**src/rtl/audio_avg_filter.sv**
```systemverilog
// Stereo moving-average filter between the codec read and write FIFOs.
// Optional raw-sample bypass input enabled by defining AUDIO_AVG_BYPASS_EN.
module audio_avg_filter #(
  parameter int DATA_W     = 24,
  parameter int LOG2_DEPTH = 2
) (
  input  logic                     CLOCK_50,
  input  logic                     reset,
  input  logic                     read_ready,
  input  logic                     write_ready,
`ifdef AUDIO_AVG_BYPASS_EN
  input  logic                     bypass,
`endif
  input  logic signed [DATA_W-1:0] readdata_left,
  input  logic signed [DATA_W-1:0] readdata_right,
  output logic                     read,
  output logic                     write,
  output logic signed [DATA_W-1:0] writedata_left,
  output logic signed [DATA_W-1:0] writedata_right,
  output logic                     busy
);

  localparam int DEPTH = 1 << LOG2_DEPTH;
  localparam int SUM_W = DATA_W + LOG2_DEPTH;
  localparam int PTR_W = (LOG2_DEPTH > 0) ? LOG2_DEPTH : 1;

  localparam logic [1:0] IDLE    = 2'd0;
  localparam logic [1:0] CAPTURE = 2'd1;
  localparam logic [1:0] ACCUM   = 2'd2;
  localparam logic [1:0] WAIT_WR = 2'd3;

  logic [1:0]               state_q;
  logic                     read_q;
  logic                     write_q;
  logic                     busy_q;
  logic signed [DATA_W-1:0] in_l_q;
  logic signed [DATA_W-1:0] in_r_q;
  logic signed [DATA_W-1:0] wd_l_q;
  logic signed [DATA_W-1:0] wd_r_q;
  logic signed [DATA_W-1:0] hist_l_q [DEPTH];
  logic signed [DATA_W-1:0] hist_r_q [DEPTH];
  logic signed [SUM_W-1:0]  sum_l_q;
  logic signed [SUM_W-1:0]  sum_r_q;
  logic [PTR_W-1:0]         ptr_q;

  logic signed [SUM_W-1:0]  sum_l_d;
  logic signed [SUM_W-1:0]  sum_r_d;
  logic [PTR_W-1:0]         ptr_d;
  logic signed [DATA_W-1:0] wd_l_d;
  logic signed [DATA_W-1:0] wd_r_d;
  logic                     use_raw;

  function automatic logic signed [SUM_W-1:0] sext(input logic signed [DATA_W-1:0] x);
    logic signed [SUM_W-1:0] r;
    r = x;
    return r;
  endfunction

  // Floor division by the window; the sum of DEPTH samples always fits DATA_W after the shift.
  function automatic logic signed [DATA_W-1:0] window_avg(input logic signed [SUM_W-1:0] s);
    return DATA_W'(s >>> LOG2_DEPTH);
  endfunction

`ifdef AUDIO_AVG_BYPASS_EN
  assign use_raw = bypass;
`else
  assign use_raw = 1'b0;
`endif

  always_comb begin
    sum_l_d = sum_l_q + sext(in_l_q) - sext(hist_l_q[ptr_q]);
    sum_r_d = sum_r_q + sext(in_r_q) - sext(hist_r_q[ptr_q]);
    ptr_d   = (LOG2_DEPTH == 0) ? '0 : ptr_q + PTR_W'(1);
    wd_l_d  = use_raw ? in_l_q : window_avg(sum_l_q);
    wd_r_d  = use_raw ? in_r_q : window_avg(sum_r_q);
  end

  always_ff @(posedge CLOCK_50 or negedge reset) begin
    if (!reset) begin
      state_q <= IDLE;
      read_q  <= 1'b0;
      write_q <= 1'b0;
      busy_q  <= 1'b0;
      in_l_q  <= '0;
      in_r_q  <= '0;
      wd_l_q  <= '0;
      wd_r_q  <= '0;
      sum_l_q <= '0;
      sum_r_q <= '0;
      ptr_q   <= '0;
      for (int i = 0; i < DEPTH; i++) begin
        hist_l_q[i] <= '0;
        hist_r_q[i] <= '0;
      end
    end else begin
      read_q  <= 1'b0;
      write_q <= 1'b0;
      case (state_q)
        // Pop: latch the pair so read_ready may drop afterwards
        IDLE: begin
          if (read_ready) begin
            in_l_q  <= readdata_left;
            in_r_q  <= readdata_right;
            read_q  <= 1'b1;
            busy_q  <= 1'b1;
            state_q <= CAPTURE;
          end
        end
        // Running sum: add newest sample, retire the one it overwrites
        CAPTURE: begin
          sum_l_q         <= sum_l_d;
          sum_r_q         <= sum_r_d;
          hist_l_q[ptr_q] <= in_l_q;
          hist_r_q[ptr_q] <= in_r_q;
          ptr_q           <= ptr_d;
          state_q         <= ACCUM;
        end
        ACCUM: begin
          wd_l_q  <= wd_l_d;
          wd_r_q  <= wd_r_d;
          state_q <= WAIT_WR;
        end
        // Output held here until the codec has room
        WAIT_WR: begin
          if (write_ready) begin
            write_q <= 1'b1;
            busy_q  <= 1'b0;
            state_q <= IDLE;
          end
        end
        default: begin
          busy_q  <= 1'b0;
          state_q <= IDLE;
        end
      endcase
    end
  end

  assign read            = read_q;
  assign write           = write_q;
  assign busy            = busy_q;
  assign writedata_left  = wd_l_q;
  assign writedata_right = wd_r_q;

endmodule

```
**config.mk**
```make
export PLATFORM = sky130hd
export DESIGN_NAME = audio_avg_filter
export DESIGN_NICKNAME = d
export VERILOG_FILES = /design/src/rtl/audio_avg_filter.sv
export SDC_FILE = /design/constraint.sdc
export NUM_CORES = 1
export LEC_CHECK = 0
export BUFFER_PORTS_ARGS = -buffer_cell sky130_fd_sc_hd__buf_2
export CAP_MARGIN = 20
export CELL_PAD_IN_SITES_DETAIL_PLACEMENT = 1
export CELL_PAD_IN_SITES_GLOBAL_PLACEMENT = 2
export CORE_AREA = 2 2 222 202
export CTS_BUF_LIST = sky130_fd_sc_hd__clkbuf_4
export DETAILED_ROUTE_END_ITERATION = 8
export DIE_AREA = 0 0 224 204
export GPL_TIMING_DRIVEN = 0
export PLACE_DENSITY = 0.82
export SLEW_MARGIN = 20
export SYNTH_ARGS = -nofsm -noshare
export SYNTH_HDL_FRONTEND = slang
export SYNTH_SLANG_ARGS = --single-unit
```
**constraint.sdc**
```tcl
create_clock -name CLOCK_50 -period 5.7 [get_ports CLOCK_50]
set_clock_uncertainty 0.1 [all_clocks]
set_input_delay 0.285 -clock CLOCK_50 [delete_from_list [all_inputs] [get_ports CLOCK_50]]
set_output_delay 0.285 -clock CLOCK_50 [all_outputs]
set_load 0.02 [all_outputs]
```
==> flow_summary.toml, run 1 <==
[run_status]
status = "complete, no violations"

[detailed_routing]
drt_first_pass_iters = 5
drtAntennaViolNets = 0
drt-initial-drc-count = 725
routed_wirelength_um = 53000
wire_per_inst_um = 19.9
vias_per_cell = 5.29
drcViolationCount = 0
routed-via-count = 14100

[cts]
cts_resized = 0
cts_tree = "yes"
cts-root-buf = "clkbuf_4"
htree_levels = 3
post_cts_buffers = 0
clock_latency_ns = 0.86
clk_pin_slew_ns = 0.07
cts_buffers = 95
clock_sinks = 347
cts_buffer_depth = 3
cts_hold_buf = 53

[timing]
post-route-min-period_ns = 4.96
slew_headroom_pct = 23.6
drv_slew = 0
setup_tns_ns = 0
rsz0062_at_grt = "false"
clock.fmax_mhz = 202
worst_pin_slew_ns = 1.15
finalSetupViolations = 0
period_share_pct = 87.0
hold_viol = 0
setup_slack_ns = 0.739

[placed_design]
port_buffers = 102
hpwl_um = 37700
gp_congestion = 0.850
pre_cts_slack_ns = 0.793

[floorplanning]
die_w_um = 224
io-pin-count = 103
initial_core_util_pct = 41.4
rows = 73
die-area_um2 = 45700
fp.dieH_um = 204
core_um2 = 43600

[yosys]
synthArstFlopShare_pct = 100
ys_warn_count = 0
syn-mean-instance-area_um2 = 10.2
synth-edff-count = 0
synth_nets = 1936
syn_area_um2 = 18100
synth.distinct_cells = 66
synthTopCellsByArea = "dfrtp_1 48%, o21ai_0 7.7%, nand2_1 6.2%, mux4_2 6.0%, fa_1 5.5%"
ys_seq_elements = 347
synth_cells = 1771
yosysMostFrequentCell = "dfrtp_1"
synth_flop_cell = "dfrtp_1"
yosys.area.top_type_share_pct = 48.1
synthTopCellsByCount = "347 x dfrtp_1, 296 x nand2_1, 277 x o21ai_0"
synth.largest_area_cell = "dfrtp_1"
synth_seq_area_share_pct = 48.1

[global_routing]
grt_first_pass_wirelength_um = 85400
grt_pass1_vias = 15400
overflow = 0
antenna_found_initial = 2
grt_start_max_net_pins = 96
grt.total_usage_pct = 24.3

[critical_path]
path_class = "reg -> reg"
worstPathRequired_ns = 6.29
cp_max_fo = 10
end_kind = "flop"
cp-start-kind = "flop"
reg2reg_slack_ns = 0.74
r2r_start = "ptr_q[1]"
crit_arrival_ns = 5.55
timing.rr.end = "sum_r_q[24]"
worstRegToRegCells = 15

[run]
maxCapViolations = 0

[cells_and_area]
finalCoreUtilization_pct = 48.5
nNetsFinal = 2193
syn_to_final_growth_pct = 17.0
drive_gt1_share_pct = 18.3

[hold_path]
whs_endpoint = "in_l_q[17]"
hp-class = "in -> reg"
min_delay_path_depth = 4
hp-start = "readdata_left[17]"
## sequential cells by signal (all words and copies together) (netlist names)
| register | flops |
|---|---|
| hist_r_q | 96 |
| ptr_q | 2 |
| writedata_right | 24 |
| writedata_left | 24 |
| in_r_q | 24 |
| write | 1 |
| in_l_q | 24 |
| sum_l_q | 26 |
| state_q | 2 |
| read | 1 |
| busy | 1 |
| hist_l_q | 96 |
| sum_r_q | 26 |
## cell usage in the layout (no fill, tap or decap), drive strengths merged, types with 16 or more instances in the layout
cell	n
inv	221
fa	50
buf	131
mux2	58
nand2	296
a21oi	53
nor2	46
clkinv	17
mux2i	16
clkbuf	207
xor2	21
o21ai	286
a21o	20
dfrtp	347
mux4	48
dlygate4sd3	52
ha	63
## final cells by class
cell class | count | area, µm²
Sequential cell | 347 | 8680
Multi-Input combinational cell | 1122 | 8230
Clock inverter | 21 | 80.1
Timing Repair Buffer | 160 | 1190
Fill cell | 4864 | 22400
Tap cell | 562 | 703
Antenna cell | 4 | 10.0
Inverter | 217 | 815
Buffer | 85 | 327
Clock buffer | 145 | 1090
## worst max-delay path, stage by stage (launching register included)
cell and delay (ns):
dfrtp_1 0.46, buf_1 0.60, clkbuf_1 0.65, mux4_2 0.42
ha_1 0.29, inv_1 0.06, ha_1 0.17, inv_1 0.07
fa_1 0.46, nand2b_1 0.21, a21oi_1 0.28, o21a_1 0.24
a21oi_1 0.17, a211oi_1 0.38, o21a_1 0.18, o31ai_1 0.07
## per-layer routing
layer	part of all wire, %	up-vias	wire length (µm)	track usage (%)
met5	0	-	0	0
met4	2.5	0	1300	7.52
met3	4.3	103	2300	4.93
met2	47	279	24700	38.6
met1	47	7178	24800	33.7
li1	-	6516	-	-
## logic make-up after synthesis
logic type,count (synthesis),synth area share [%]
muxes,122,10.5
xor gates and xnor gates,34,1.65
buffers and inverters,302,6.31
AOI/OAI and AO/OA,434,13.8
adders and majority gates,113,9.91
and+or+nand+nor,419,9.76
DFF,347,48.1
## how the worst max path moves through the flow
stage / startpoint / endpoint / cells past startpoint
2_1_floorplan: ptr_q[0] / sum_r_q[25] / 13
3_3_place_gp: reset / in_l_q[20] / 1
3_5_place_dp: ptr_q[1] / sum_r_q[24] / 15
4_1_cts: ptr_q[1] / sum_r_q[24] / 15
5_1_grt: ptr_q[1] / sum_r_q[25] / 12
6_report: ptr_q[1] / sum_r_q[24] / 15
## metrics by stage
step / instances / instance area, µm² / hold WS [ns]
4_1_cts: 2659 / 21100 / 0.0166
2_1_floorplan: 1771 / 18100 / -0.111
3_3_place_gp: 2435 / 19300 / 0.356
6_report: 2663 / 21100 / 0.0816
5_1_grt: 2661 / 21100 / 0.0550
3_5_place_dp: 2440 / 19400 / 0.0713
Power of run 1 is left out: the tool's default activity adds up to more than one toggle a clock period on the data nets, which glitch-free logic cannot reach.
==> run 2: changes to the inputs <==
==> constraint.sdc (replaced) <==
create_clock -name CLOCK_50 -period 5.7 [get_ports CLOCK_50]
set_clock_uncertainty 0.1 [all_clocks]
set_input_delay 1.14 -clock CLOCK_50 [delete_from_list [all_inputs] [get_ports CLOCK_50]]
set_output_delay 1.14 -clock CLOCK_50 [all_outputs]
set_load 0.02 [all_outputs]
==> flow_summary.toml, run 2 (synthesized netlist as in run 1, its figures left out) <==
[cells_and_area]
reg_top3 = "hist_l_q x96, hist_r_q x96"
syn_to_final_growth_pct = 14.1
drive_gt1_share_pct = 18.7
nNetsFinal = 2141
layout_common_cells = "347 x dfrtp_1, 296 x nand2_1, 277 x o21ai_0"
finalCoreUtilization_pct = 47.3
final_common_cell = "dfrtp_1"

[critical_path]
cp-start-kind = "flop"
crit_arrival_ns = 5.53
cp_max_fo = 10
path_class = "reg -> reg"
end_kind = "flop"
worstPathRequired_ns = 6.29

[global_routing]
antenna_found_initial = 2
grt_pass1_vias = 15200
grt_first_pass_wirelength_um = 84400
grt.total_usage_pct = 24.0
overflow = 0
grt_start_max_net_pins = 96

[timing]
finalSetupViolations = 0
post-route-min-period_ns = 4.94
hold_viol = 0
drv_slew = 0
slew_headroom_pct = 23.8
whs_ns = 0.369
setup_slack_ns = 0.760
setup_tns_ns = 0
rsz0062_at_grt = "false"
clock.fmax_mhz = 202
period_share_pct = 86.7
worst_pin_slew_ns = 1.14

[placed_design]
port_buffers = 102
hpwl_um = 37700
pre_cts_slack_ns = 0.793
gp_congestion = 0.850

[cts]
cts-root-buf = "clkbuf_4"
cts_resized = 0
clock_latency_ns = 0.85
cts_buffer_depth = 3
clock_sinks = 347
cts_tree = "yes"
clk_pin_slew_ns = 0.07
htree_levels = 3
post_cts_buffers = 0
cts_buffers = 95

[floorplanning]
fp.dieH_um = 204
initial_core_util_pct = 41.4
die_w_um = 224
io-pin-count = 103
rows = 73
die-area_um2 = 45700
core_um2 = 43600

[detailed_routing]
drt_first_pass_iters = 5
drcViolationCount = 0
drt-initial-drc-count = 784
drtAntennaViolNets = 0
wire_per_inst_um = 20.1
routed-via-count = 13900
vias_per_cell = 5.32
routed_wirelength_um = 52400

[run]
maxCapViolations = 0

[run_status]
status = "complete, no violations"

[hold_path]
hp-class = "reg -> reg"
run 2: metal layers:
| layer | vias to the layer above | GRT usage, % | wire length (µm) | share of wire, % |
|---|---|---|---|---|
| met5 | - | 0 | 0 | 0 |
| met4 | 0 | 7.43 | 1320 | 2.5 |
| met3 | 108 | 4.87 | 2260 | 4.3 |
| met2 | 273 | 37.9 | 24200 | 46 |
| met1 | 7099 | 33.5 | 24700 | 47 |
| li1 | 6415 | - | - | - |
run 2: what timing repair did:
item                                    CTS  global route
endpoints found under the setup margin    0             0
hold buffers                              1             0
endpoints found under the hold margin     3             0
run 2: final cells by class:
| type | instances | area [µm²] |
|---|---|---|
| clock buffers | 145 | 1090 |
| fillers | 4882 | 23000 |
| clock inverters | 21 | 80.1 |
| well taps | 562 | 703 |
| flip-flops and latches | 347 | 8680 |
| plain buffers | 85 | 327 |
| repair buffers | 108 | 656 |
| inverters | 217 | 815 |
| multi-input cells | 1122 | 8230 |
| diodes | 4 | 10.0 |
run 2: metrics by stage:
stage,std cells,cell area [µm²]
detailed placement,2440,19400
global placement,2435,19300
CTS,2607,20600
global route,2609,20600
floorplan,1771,18100
finish,2611,20600
run 2: path summary, 6_finish.rpt:
| kind | slack (ns) | to | depth (start not counted) | startpoint |
|---|---|---|---|---|
| max | 0.76 | sum_r_q[24] | 15 | ptr_q[1] |
| min | 0.37 | sum_l_q[25] | 1 | sum_l_q[25] |
| max reg2reg | 0.76 | sum_r_q[24] | 15 | ptr_q[1] |
| min reg2reg | 0.37 | sum_l_q[25] | 1 | sum_l_q[25] |
| max in group asynchronous | 3.39 | hist_l_q[69] | 5 | reset |
| min in group asynchronous | 0.65 | sum_r_q[17] | 2 | reset |
run 2: worst max-delay path, cell delays in order (launching register included):
cell      delay [ns]
dfrtp_1         0.46
buf_1           0.59
clkbuf_1        0.63
mux4_2          0.42
ha_1            0.29
inv_1           0.06
ha_1            0.17
inv_1           0.07
fa_1            0.46
nand2b_1        0.21
a21oi_1         0.29
o21a_1          0.24
a21oi_1         0.17
a211oi_1        0.38
o21a_1          0.18
o31ai_1         0.07
Power of run 2 is left out for the same reason.
